<file path="config.mk">
export PLATFORM = sky130hd
export DESIGN_NAME = pipe_hazard_ctrl
export DESIGN_NICKNAME = d
export VERILOG_FILES = /design/src/rtl/pipe_hazard_ctrl.sv
export SDC_FILE = /design/constraint.sdc
export NUM_CORES = 1
export LEC_CHECK = 0
export ABC_AREA = 1
export ABC_CLOCK_PERIOD_IN_PS = 1750
export BUFFER_PORTS_ARGS = -buffer_cell sky130_fd_sc_hd__buf_2
export CORE_ASPECT_RATIO = 1.2
export CORE_UTILIZATION = 43
export DETAILED_ROUTE_END_ITERATION = 10
export GPL_TIMING_DRIVEN = 0
export HOLD_SLACK_MARGIN = 0.05
export PLACE_DENSITY = 0.8
export SLEW_MARGIN = 30
export SYNTH_ARGS = -nofsm -noshare
export SYNTH_HDL_FRONTEND = slang
export SYNTH_SLANG_ARGS = --single-unit
export TNS_END_PERCENT = 20
</file>
<file path="constraint.sdc">
create_clock -name i_clk -period 1.75 [get_ports i_clk]
set_input_delay 0.0875 -clock i_clk [delete_from_list [all_inputs] [get_ports i_clk]]
set_output_delay 0.0875 -clock i_clk [all_outputs]
set_load 0.1 [all_outputs]
</file>
<file path="src/rtl/pipe_hazard_ctrl.sv">
// pipe_hazard_ctrl: stall/flush sequencer for the 5-stage MIPS32 pipeline with load-use, MDU, branch and freeze handling
module pipe_hazard_ctrl #(
    parameter int LOAD_STALL_CYCLES = 1,
    parameter int BRANCH_PENALTY    = 1,
    parameter int CNT_W             = 16
) (
    input  logic             i_clk,
    input  logic             i_a_rst,
    input  logic             i_s_rst,
    input  logic [31:0]      i_instr_dec,
    input  logic [31:0]      i_instr_exec,
    input  logic             i_branch_taken,
    input  logic             i_mdu_busy,
    input  logic             i_freeze,
    output logic             o_pc_we,
    output logic             o_we_dec,
    output logic             o_srst_dec,
    output logic             o_we_exec,
    output logic             o_srst_exec,
    output logic             o_we_mem,
    output logic             o_srst_mem,
    output logic [CNT_W-1:0] o_stall_cnt,
    output logic [1:0]       o_state
);
    localparam logic [1:0] RUN    = 2'd0;
    localparam logic [1:0] LSTALL = 2'd1;
    localparam logic [1:0] FLUSH  = 2'd2;
    localparam logic [1:0] MWAIT  = 2'd3;
    localparam logic [1:0] LS_INIT = 2'(LOAD_STALL_CYCLES > 1 ? LOAD_STALL_CYCLES - 2 : 0);
    localparam logic [1:0] BP_INIT = 2'(BRANCH_PENALTY > 1 ? BRANCH_PENALTY - 2 : 0);
    localparam logic [6:0] CTL_RST   = 7'b0010101;
    localparam logic [6:0] CTL_FRZ   = 7'b0000000;
    localparam logic [6:0] CTL_BR    = 7'b1111110;
    localparam logic [6:0] CTL_FL    = 7'b1111010;
    localparam logic [6:0] CTL_STALL = 7'b0001110;
    localparam logic [6:0] CTL_RUN   = 7'b1101010;
    logic [1:0]       state_q, state_d, cnt_q, cnt_d;
    logic [CNT_W-1:0] stall_cnt_q, stall_cnt_d;
    logic [6:0]       ctl;
    logic             is_load, lu, mh, hz;
    assign is_load = i_instr_exec[31:26] inside {6'h20, 6'h21, 6'h23, 6'h24, 6'h25};
    assign lu = is_load && i_instr_exec[20:16] != 5'd0 &&
                (i_instr_dec[25:21] == i_instr_exec[20:16] || i_instr_dec[20:16] == i_instr_exec[20:16]);
    assign mh = i_instr_dec[31:26] == 6'h00 && (i_instr_dec[5:0] == 6'h10 || i_instr_dec[5:0] == 6'h12) && i_mdu_busy;
    assign hz = (state_q == RUN || state_q == MWAIT) && (lu || mh);
    assign {o_pc_we, o_we_dec, o_srst_dec, o_we_exec, o_srst_exec, o_we_mem, o_srst_mem} = ctl;
    assign o_stall_cnt = stall_cnt_q;
    assign o_state = state_q;
    always_comb begin
        ctl = (i_a_rst || i_s_rst)         ? CTL_RST :
              i_freeze                     ? CTL_FRZ :
              i_branch_taken               ? CTL_BR :
              state_q == FLUSH             ? CTL_FL :
              (state_q == LSTALL || hz)    ? CTL_STALL : CTL_RUN;
    end
    always_comb begin
        state_d = state_q;
        cnt_d = cnt_q;
        stall_cnt_d = stall_cnt_q;
        if (i_s_rst) begin
            state_d = RUN;
            cnt_d = 2'd0;
            stall_cnt_d = '0;
        end else if (!i_freeze) begin
            if (!ctl[6] && stall_cnt_q != '1)
                stall_cnt_d = stall_cnt_q + 1'b1;
            if (i_branch_taken) begin
                state_d = BRANCH_PENALTY > 1 ? FLUSH : RUN;
                cnt_d = BP_INIT;
            end else if (state_q == FLUSH || state_q == LSTALL) begin
                state_d = cnt_q == 2'd0 ? RUN : state_q;
                cnt_d = cnt_q == 2'd0 ? 2'd0 : cnt_q - 2'd1;
            end else if (lu) begin
                state_d = LOAD_STALL_CYCLES > 1 ? LSTALL : RUN;
                cnt_d = LS_INIT;
            end else begin
                state_d = mh ? MWAIT : RUN;
                cnt_d = 2'd0;
            end
        end
    end
    always_ff @(posedge i_clk or posedge i_a_rst) begin
        if (i_a_rst) begin
            state_q <= RUN;
            cnt_q <= 2'd0;
            stall_cnt_q <= '0;
        end else begin
            state_q <= state_d;
            cnt_q <= cnt_d;
            stall_cnt_q <= stall_cnt_d;
        end
    end
endmodule
</file>
* Yosys cells after proc, flatten, opt, wreduce, memory -nomap -nowiden
Cells that the tools add are included.
** Storage, ports and cells
- Register bits :: 20
- Output and inout port bits :: 25
** Cells by class
- Add/sub/neg operators :: 2
- Equal/unequal tests :: 15
- Multiplexer cells :: 20
- Reduce and logical (&&, ||, !) cells :: 22
** Operators by type and width (number)
- 16-bit two-way mux :: 3
- 7-bit two-way mux :: 5
- 6-bit == test, second input constant :: 5
- 2-bit two-way mux :: 12
- 16-bit by 1-bit adder with 16-bit output, second input constant :: 1
- 16-bit != test, second input constant :: 1
- 6-bit by 5-bit == test with 1-bit output, second input constant :: 2
- 5-bit == test :: 2
- 5-bit nonzero test :: 2
- 1-bit logical OR :: 7
- 1-bit logical AND :: 6
- 6-bit zero test :: 1
- 2-bit == test, second input constant :: 2
- 2-bit zero test :: 2
- 4-bit by 3-bit != test with 1-bit output, second input constant :: 1
- 2-bit AND reduction :: 2
- 2-bit by 1-bit == test with 1-bit output, second input constant :: 1
- 2-bit != test, second input constant :: 1
- 2-bit nonzero test :: 1
- 2-bit by 1-bit subtractor with 2-bit output, second input constant :: 1
- 1-bit zero test :: 1

* Longest topological paths before layout
Gate-level depths: netlist (run 1).
- Depth after elaboration :: 17
- Gate-level depth with buffers :: 14
- Depth with buffers taken out :: 13

* Worst setup path after synthesis (run 1)
OpenSTA, ideal clock, no wires.
- Path kind :: input to output
- Start point :: input port i_a_rst
- End point :: output port o_we_dec
- Data arrival time :: 3.662 ns
- Setup slack :: -1.999 ns
- Cell stages on the path :: 7
- Buffers on the path :: 2
- Cells stage by stage :: nor2_1 inv_1 nor2_1 nand2_4 buf_4 inv_1 buf_4
** On the way
- Longest elaborated chain between the ends :: 2
** RTL lines
- start: declaration :: line 8 : input logic i_a_rst,
- 1-bit logical OR :: line 50 : ctl = (i_a_rst || i_s_rst) ? CTL_RST :
- 7-bit two-way mux :: line 50
- end: declaration :: line 16 : output logic o_we_dec,
No other way between the ends.

* Final worst setup path (run 1)
- Start point :: register stall_cnt_q[1], in the netlist o_stall_cnt[1]
- End point :: register stall_cnt_q[8], in the netlist o_stall_cnt[8]
** On the way
- Longest elaborated chain between the ends :: 4
- Elaborated cells on any way between the ends :: 8
** RTL lines
- start: declaration :: line 38 : logic [CNT_W-1:0] stall_cnt_q, stall_cnt_d;
- start signal: assignment :: line 90 : stall_cnt_q <= stall_cnt_d;
- 16-bit by 1-bit adder with 16-bit output or 16-bit != test (tied branches) :: line 66, 65
- 16-bit two-way mux or 1-bit logical AND (tied branches) :: line 65 : if (!ctl[6] && stall_cnt_q != '1)
- 16-bit two-way mux or 2-bit nonzero test (tied branches)
- 16-bit two-way mux or 2-bit AND reduction (tied branches)
Several ways; a longest one is shown, not always the timed one. The select of a mux whose other input is x is not followed.
A chain may end at the register's enable or synchronous reset.

==> impl_results.md, run 1 <==
* Syn Nets at 295
* Routed WL at 3650 µm
* Fin crit share at between 90 and 100%
* Power density cells at ~480 mW/mm²
* Commonest cells after routing, fill and taps aside: buf_2 (62), nand2_1 (52), inv_1 (32)
* Fillers at around 300
* # nets final at around 370
* 1st-pass router iterations at 8
* Vias per cell at around 5.0
* Commonest non-fill, non-tap cell in the layout: buf_2
* Crit Path Max Fanout at 10
* Worst setup SP type: flop
* Placed cell area at around 0.0019 mm²
* Crit Path Category: flop to flop
* Outcome: finished clean
* Global-route usage over all layers at 20.5%
* Setup ws final at approximately 0.12 ns
* Vias in the first global route at about 1500
* Initial Util at a little under half
* Layout cells sized above 1 at approximately 40%
* Root Buffer Master: clkbuf_8
* Largest net degree at the start of global routing at 18
* Std cell rows at 23
* Routed wire per std cell at roughly 11 µm
* VDD IR max at 0.294 mV
* Finished Cell Area at approximately 0.002 mm²
* Final hold violations at 0
* Final min period at approximately 1.6 ns
* ANT nets after route at 0
* Leak Pwr at 1.20 nW
* Worst-Skew Late Latency at approximately 0.25 ns
* Routed vias at approximately 1600
* H-tree lvl count at 1
* Max cap viols at 0
* First-pass GRT wire length at around 6300 µm
* ANT cells at 0
* Worst Skew at approximately 0.004 ns
* Crit path DAT at between 1.5 and 2 ns
* Slew HR at about 57%
* CTS Buf Count at 3
* Slew Viols, Final at 0
* Final hold slack at approximately 0.13 ns
* Sink Count at 17
* Final setup TNS at 0 ns
* Area delta synth->final at 32.8%
* Initial antenna violation count at 0
* Req. time, crit path at 1.89 ns
* Crit path capture type: flop
* Post-Place Worst Slack at around 0.04 ns
* IO Pins at 95
* FF+latch count, synth at 17
* Avg Inst Size Synth at 6.83 µm²
* RSZ-0062 raised after global routing: no
* Worst-Margin Slew at approximately 0.64 ns
* Cells after Synth at 224
* Post-layout util at between 60% and 70%
* Die footprint at ~0.0038 mm²
* Worst Hold Class: input pin to flop
* Drt drc at 0
* Final setup vio count at 0
* Die X at approximately 56 µm
* Clk slew on worst S/H paths at ~0.07 ns
* CTS tree: built
* Warnings from Yosys at 0
* Mapped Area at approximately 0.0015 mm²
* Routability cong. at around 0.94
* Port buffer count at 62
* Synth unique cells at 24
* GRT Residual Overflow at 0
* FMAX at around 0.6 GHz
* Sequential share of the synthesized area at approximately 28%
* Hpwl dp at 2900 µm
* Die Ht at between 60 and 70 µm
* Core footprint at ~0.0034 mm²
* Worst-case clock buffer depth at 2
* Initial drt markers at between 40 and 50
-- stage by stage --
step	cells	power [mW]
4_1_cts	328	0.984
2_1_floorplan	224	0.599
3_5_place_dp	323	0.682
5_1_grt	331	1.03
3_3_place_gp	323	0.679
6_report	331	0.983
-- critical path, stage by stage, from the launching register on --
cell	delay [ns]
dfrtp_2	0.41
ha_2	0.22
nand2_2	0.09
nor2_4	0.11
nand3_2	0.07
o21ai_2	0.12
inv_2	0.10
buf_2	0.21
nand4_1	0.12
nand2_1	0.06
-- final timing paths --
check	from	to	slack, ns	cells after the start
min reg2reg	o_state[0]	o_state[0]	0.55	2
min in group asynchronous	i_a_rst	o_stall_cnt[15]	0.49	3
max	o_stall_cnt[1]	o_stall_cnt[8]	0.12	9
max reg2reg	o_stall_cnt[1]	o_stall_cnt[8]	0.12	9
max in group asynchronous	i_a_rst	o_stall_cnt[3]	0.80	3
min	i_freeze	o_state[0]	0.13	3
-- final cells by class --
cell class,count,area (µm²),share of cell area [%]
Buffer,9,90.1,4.43
Inverter,38,150,7.39
Timing Repair Buffer,66,352,17.3
Multi-Input combinational cell,160,912,44.9
Sequential cell,17,437,21.5
Tap cell,37,46.3,2.28
Clock buffer,4,45.0,2.22
-- sequential cells by signal, summed over array words and instances, names as in the netlist --
| signal | count |
|---|---|
| o_state | 1 |
| o_stall_cnt | 16 |
-- cell usage after synthesis --
library cell	count	area share [%]
nor2_4	1	0.74
buf_8	1	0.98
nand3_1	17	5.6
o21ai_2	1	0.57
inv_2	4	0.98
nor2_1	22	5.4
dfrtp_1	17	28
nand3_2	12	7.8
o21ai_0	2	0.65
nor4_1	2	0.82
nand2_1	53	13
o21ai_1	1	0.33
nand3b_1	1	0.49
nand4_1	21	8.6
inv_1	34	8.3
xnor2_1	3	1.7
nor2_2	2	0.82
ha_1	1	0.82
nor3_1	3	0.98
buf_4	6	2.9
xor2_1	12	6.9
nand2_2	4	1.6
buf_2	2	0.65
nand2_4	2	1.5
-- cells by family after synthesis --
logic type | Yosys count | share of synthesized area [%]
and+or+nand+nor | 140 | 47.3
buffers and inverters | 47 | 13.9
DFF | 17 | 27.8
xor gates and xnor gates | 15 | 8.59
AOI/OAI and AO/OA | 4 | 1.55
adders and majority gates | 1 | 0.818
-- power breakdown --
part | switching (mW) | internal (mW)
Clock | 0.136 | 0.162
Sequential | 0.00574 | 0.398
Combinational | 0.191 | 0.0902
-- timing repair --
action,CTS,global route
pin swaps,0,2
resized for setup,1,6
buffers inserted,0,3
endpoints found under the setup margin,1,14
hold endpoints to repair,17,0
hold buffers,1,0
-- metal layers --
layer | routed length, µm | track usage [%]
met1 | 1500 | 22.5
met2 | 1880 | 39.4
met3 | 178 | 1.92
met4 | 90 | 9.76
met5 | 0 | 0
Power figures use the tool's default switching activity.
==> run 2, diff against run 1 <==
PLACE_DENSITY = 0.76   (was 0.8)
==> impl_results.md, run 2 (synthesized netlist as in run 1, its figures left out) <==
* Initial drt markers at 40
* WHS Path Cells at 3
* Die Ht at around 67 µm
* Crit path capture type: flop
* Reg2reg setup slack at 0.12 ns
* Hold Path Origin: i_freeze
* First-pass GRT wire length at roughly 6000 µm
* Routed wire per std cell at 11.1 µm
* Std cell rows at 23
* Vias per cell at approximately 5.0
* Worst-Skew Late Latency at 0.25 ns
* Initial antenna violation count at 0
* Die X at between 50 and 60 µm
* Worst-Margin Slew at around 0.63 ns
* Slew HR at approximately three fifths
* Final min period at 1.63 ns
* Req. time, crit path at 1.94 ns
* Slowest stage delay, CP at roughly 0.39 ns
* Crit Path Max Fanout at 10
* Internal power at approximately 0.65 mW
* Routed vias at ~1700
* Finished Cell Area at 0.00203 mm²
* H-tree lvl count at 1
* Routed WL at between 3000 and 4000 µm
* Final setup TNS at 0 ns
* Power share of the clock group at a little under a third
* Worst flop-to-flop path endpoint: o_stall_cnt[9]
* Crit Path Category: flop to flop
* Total power at between 0.9 and 1 mW
* Crit-path slowest cell: dfrtp_2
* Core footprint at between 0.003 and 0.004 mm²
* Clk slew on worst S/H paths at approximately 0.070 ns
* Gate power share at between 20 and 30%
* Final hold violations at 0
* Initial Util at roughly 45%
* Fillers at around 320
* # nets final at 366
* P_sw at 0.335 mW
* Routability cong. at 0.916
* FMAX at 0.613 GHz
* Max cap viols at 0
* Area delta synth->final at 32.9%
* Hpwl dp at around 3000 µm
* Register Area at 437 µm²
* Worst Hold Class: input pin to flop
* Destination of the worst hold path: o_state[0]
* Flop pwr share at approximately two fifths
* Global-route usage over all layers at 20.3%
* Slew Viols, Final at 0
* Max FFs per register at 16
* Post-layout util at 60.4%
* Sw frac at about a third
* Reg2Reg Launch Point: o_stall_cnt[0]
* Worst Skew at between 0.003 and 0.004 ns
* Crit path from: o_stall_cnt[0]
* 1st-pass router iterations at 4
* Drt drc at 0
* RSZ-0062 raised after global routing: no
* Largest net degree at the start of global routing at 18
* VDD IR max at 0.337 mV
* ANT nets after route at 0
* Vias in the first global route at 1529
* Leak Pwr at 1.20 nW
* Commonest cells after routing, fill and taps aside: buf_2 (61), nand2_1 (53), inv_1 (32)
* Power density cells at 486 mW/mm²
* Placed cell area at approximately 0.0019 mm²
* Footprint of the multi-input gates at 910 µm²
* Cell chain of the critical path: ha_2, nand2_1, nor2_4, nand3_2, o21ai_2, inv_2, nand2_4, buf_12, nand3_2, nand2_1
* CTS Buf Count at 3
* R2R cell count at 10
* ANT cells at 0
* GRT Residual Overflow at 0
* Fin crit share at between 90 and 100%
* Sink Count at 17
* Root Buffer Master: clkbuf_8
* Die footprint at approximately 0.0038 mm²
* Crit path DAT at between 1.5 and 2 ns
* Worst setup SP type: flop
* IO Pins at between 90 and 100
* Worst-case clock buffer depth at 2
* Layout cells sized above 1 at between 30% and 40%
* Outcome: finished clean
* Port buffer count at 62
* Commonest non-fill, non-tap cell in the layout: buf_2
* CTS tree: built
* Final setup vio count at 0
-- run 2: cell counts in the layout (fill, tap and decap cells not counted) --
No cell type changed its count.
-- run 2: per-stage QoR --
step	setup slack, ns	hold slack [ns]	std cells
floorplan	-0.657	0.0129	224
detailed placement	-0.00748	0.256	323
CTS	0.0274	0.138	328
global placement	0.0212	0.246	323
finish	0.118	0.135	331
global route	0.0152	0.156	331
-- run 2: cell type report --
cell class	count	share of cell area (%)
tap	37	2.28
sequential	17	21.5
multi-input combinational	160	44.7
clock buffer	4	2.22
timing repair buffer	66	17.3
inverter	38	7.38
buffer	9	4.62
-- run 2: worst max-delay path, delay by kind of cell, from the launching register on --
kind            cells  cell delay, ns
flops               1            0.39
fa+ha+maj           1            0.20
simple gates        6            0.60
buf+inv             2            0.26
compound gates      1            0.12
-- run 2: metal layers --
layer  GRT usage, %  routed length, µm  vias up  share of wire, %
met5              0                  0        -                 0
met1           21.7               1530      740                42
met2           41.6               1950       61                53
li1               -                  -      856                 -
met4           5.49                 42        0               1.1
met3           2.11                149        4               4.1
-- run 2: how the worst max path moves through the flow --
| stage | end | slack [ns] | depth (start not counted) |
|---|---|---|---|
| floorplan | o_we_dec | -0.66 | 7 |
| CTS | o_stall_cnt[9] | 0.03 | 10 |
| global route | o_stall_cnt[0] | 0.02 | 10 |
| detailed placement | o_we_dec | -0.007 | 13 |
| global placement | o_we_dec | 0.02 | 13 |
| finish | o_stall_cnt[9] | 0.12 | 10 |
-- run 2: power by group through the flow --
stage / clock, mW / combinational, mW / sequential, mW
3_5_place_dp: 0 / 0.273 / 0.412
3_3_place_gp: 0 / 0.270 / 0.412
4_1_cts: 0.302 / 0.276 / 0.404
2_1_floorplan: 0 / 0.159 / 0.440
5_1_grt: 0.312 / 0.311 / 0.403
6_report: 0.298 / 0.287 / 0.402
-- run 2: what timing repair did --
item,in CTS,in global routing
hold buffers,1,0
setup endpoints to repair,1,14
resized for setup,1,6
setup buffers,0,3
hold endpoints to repair,17,0
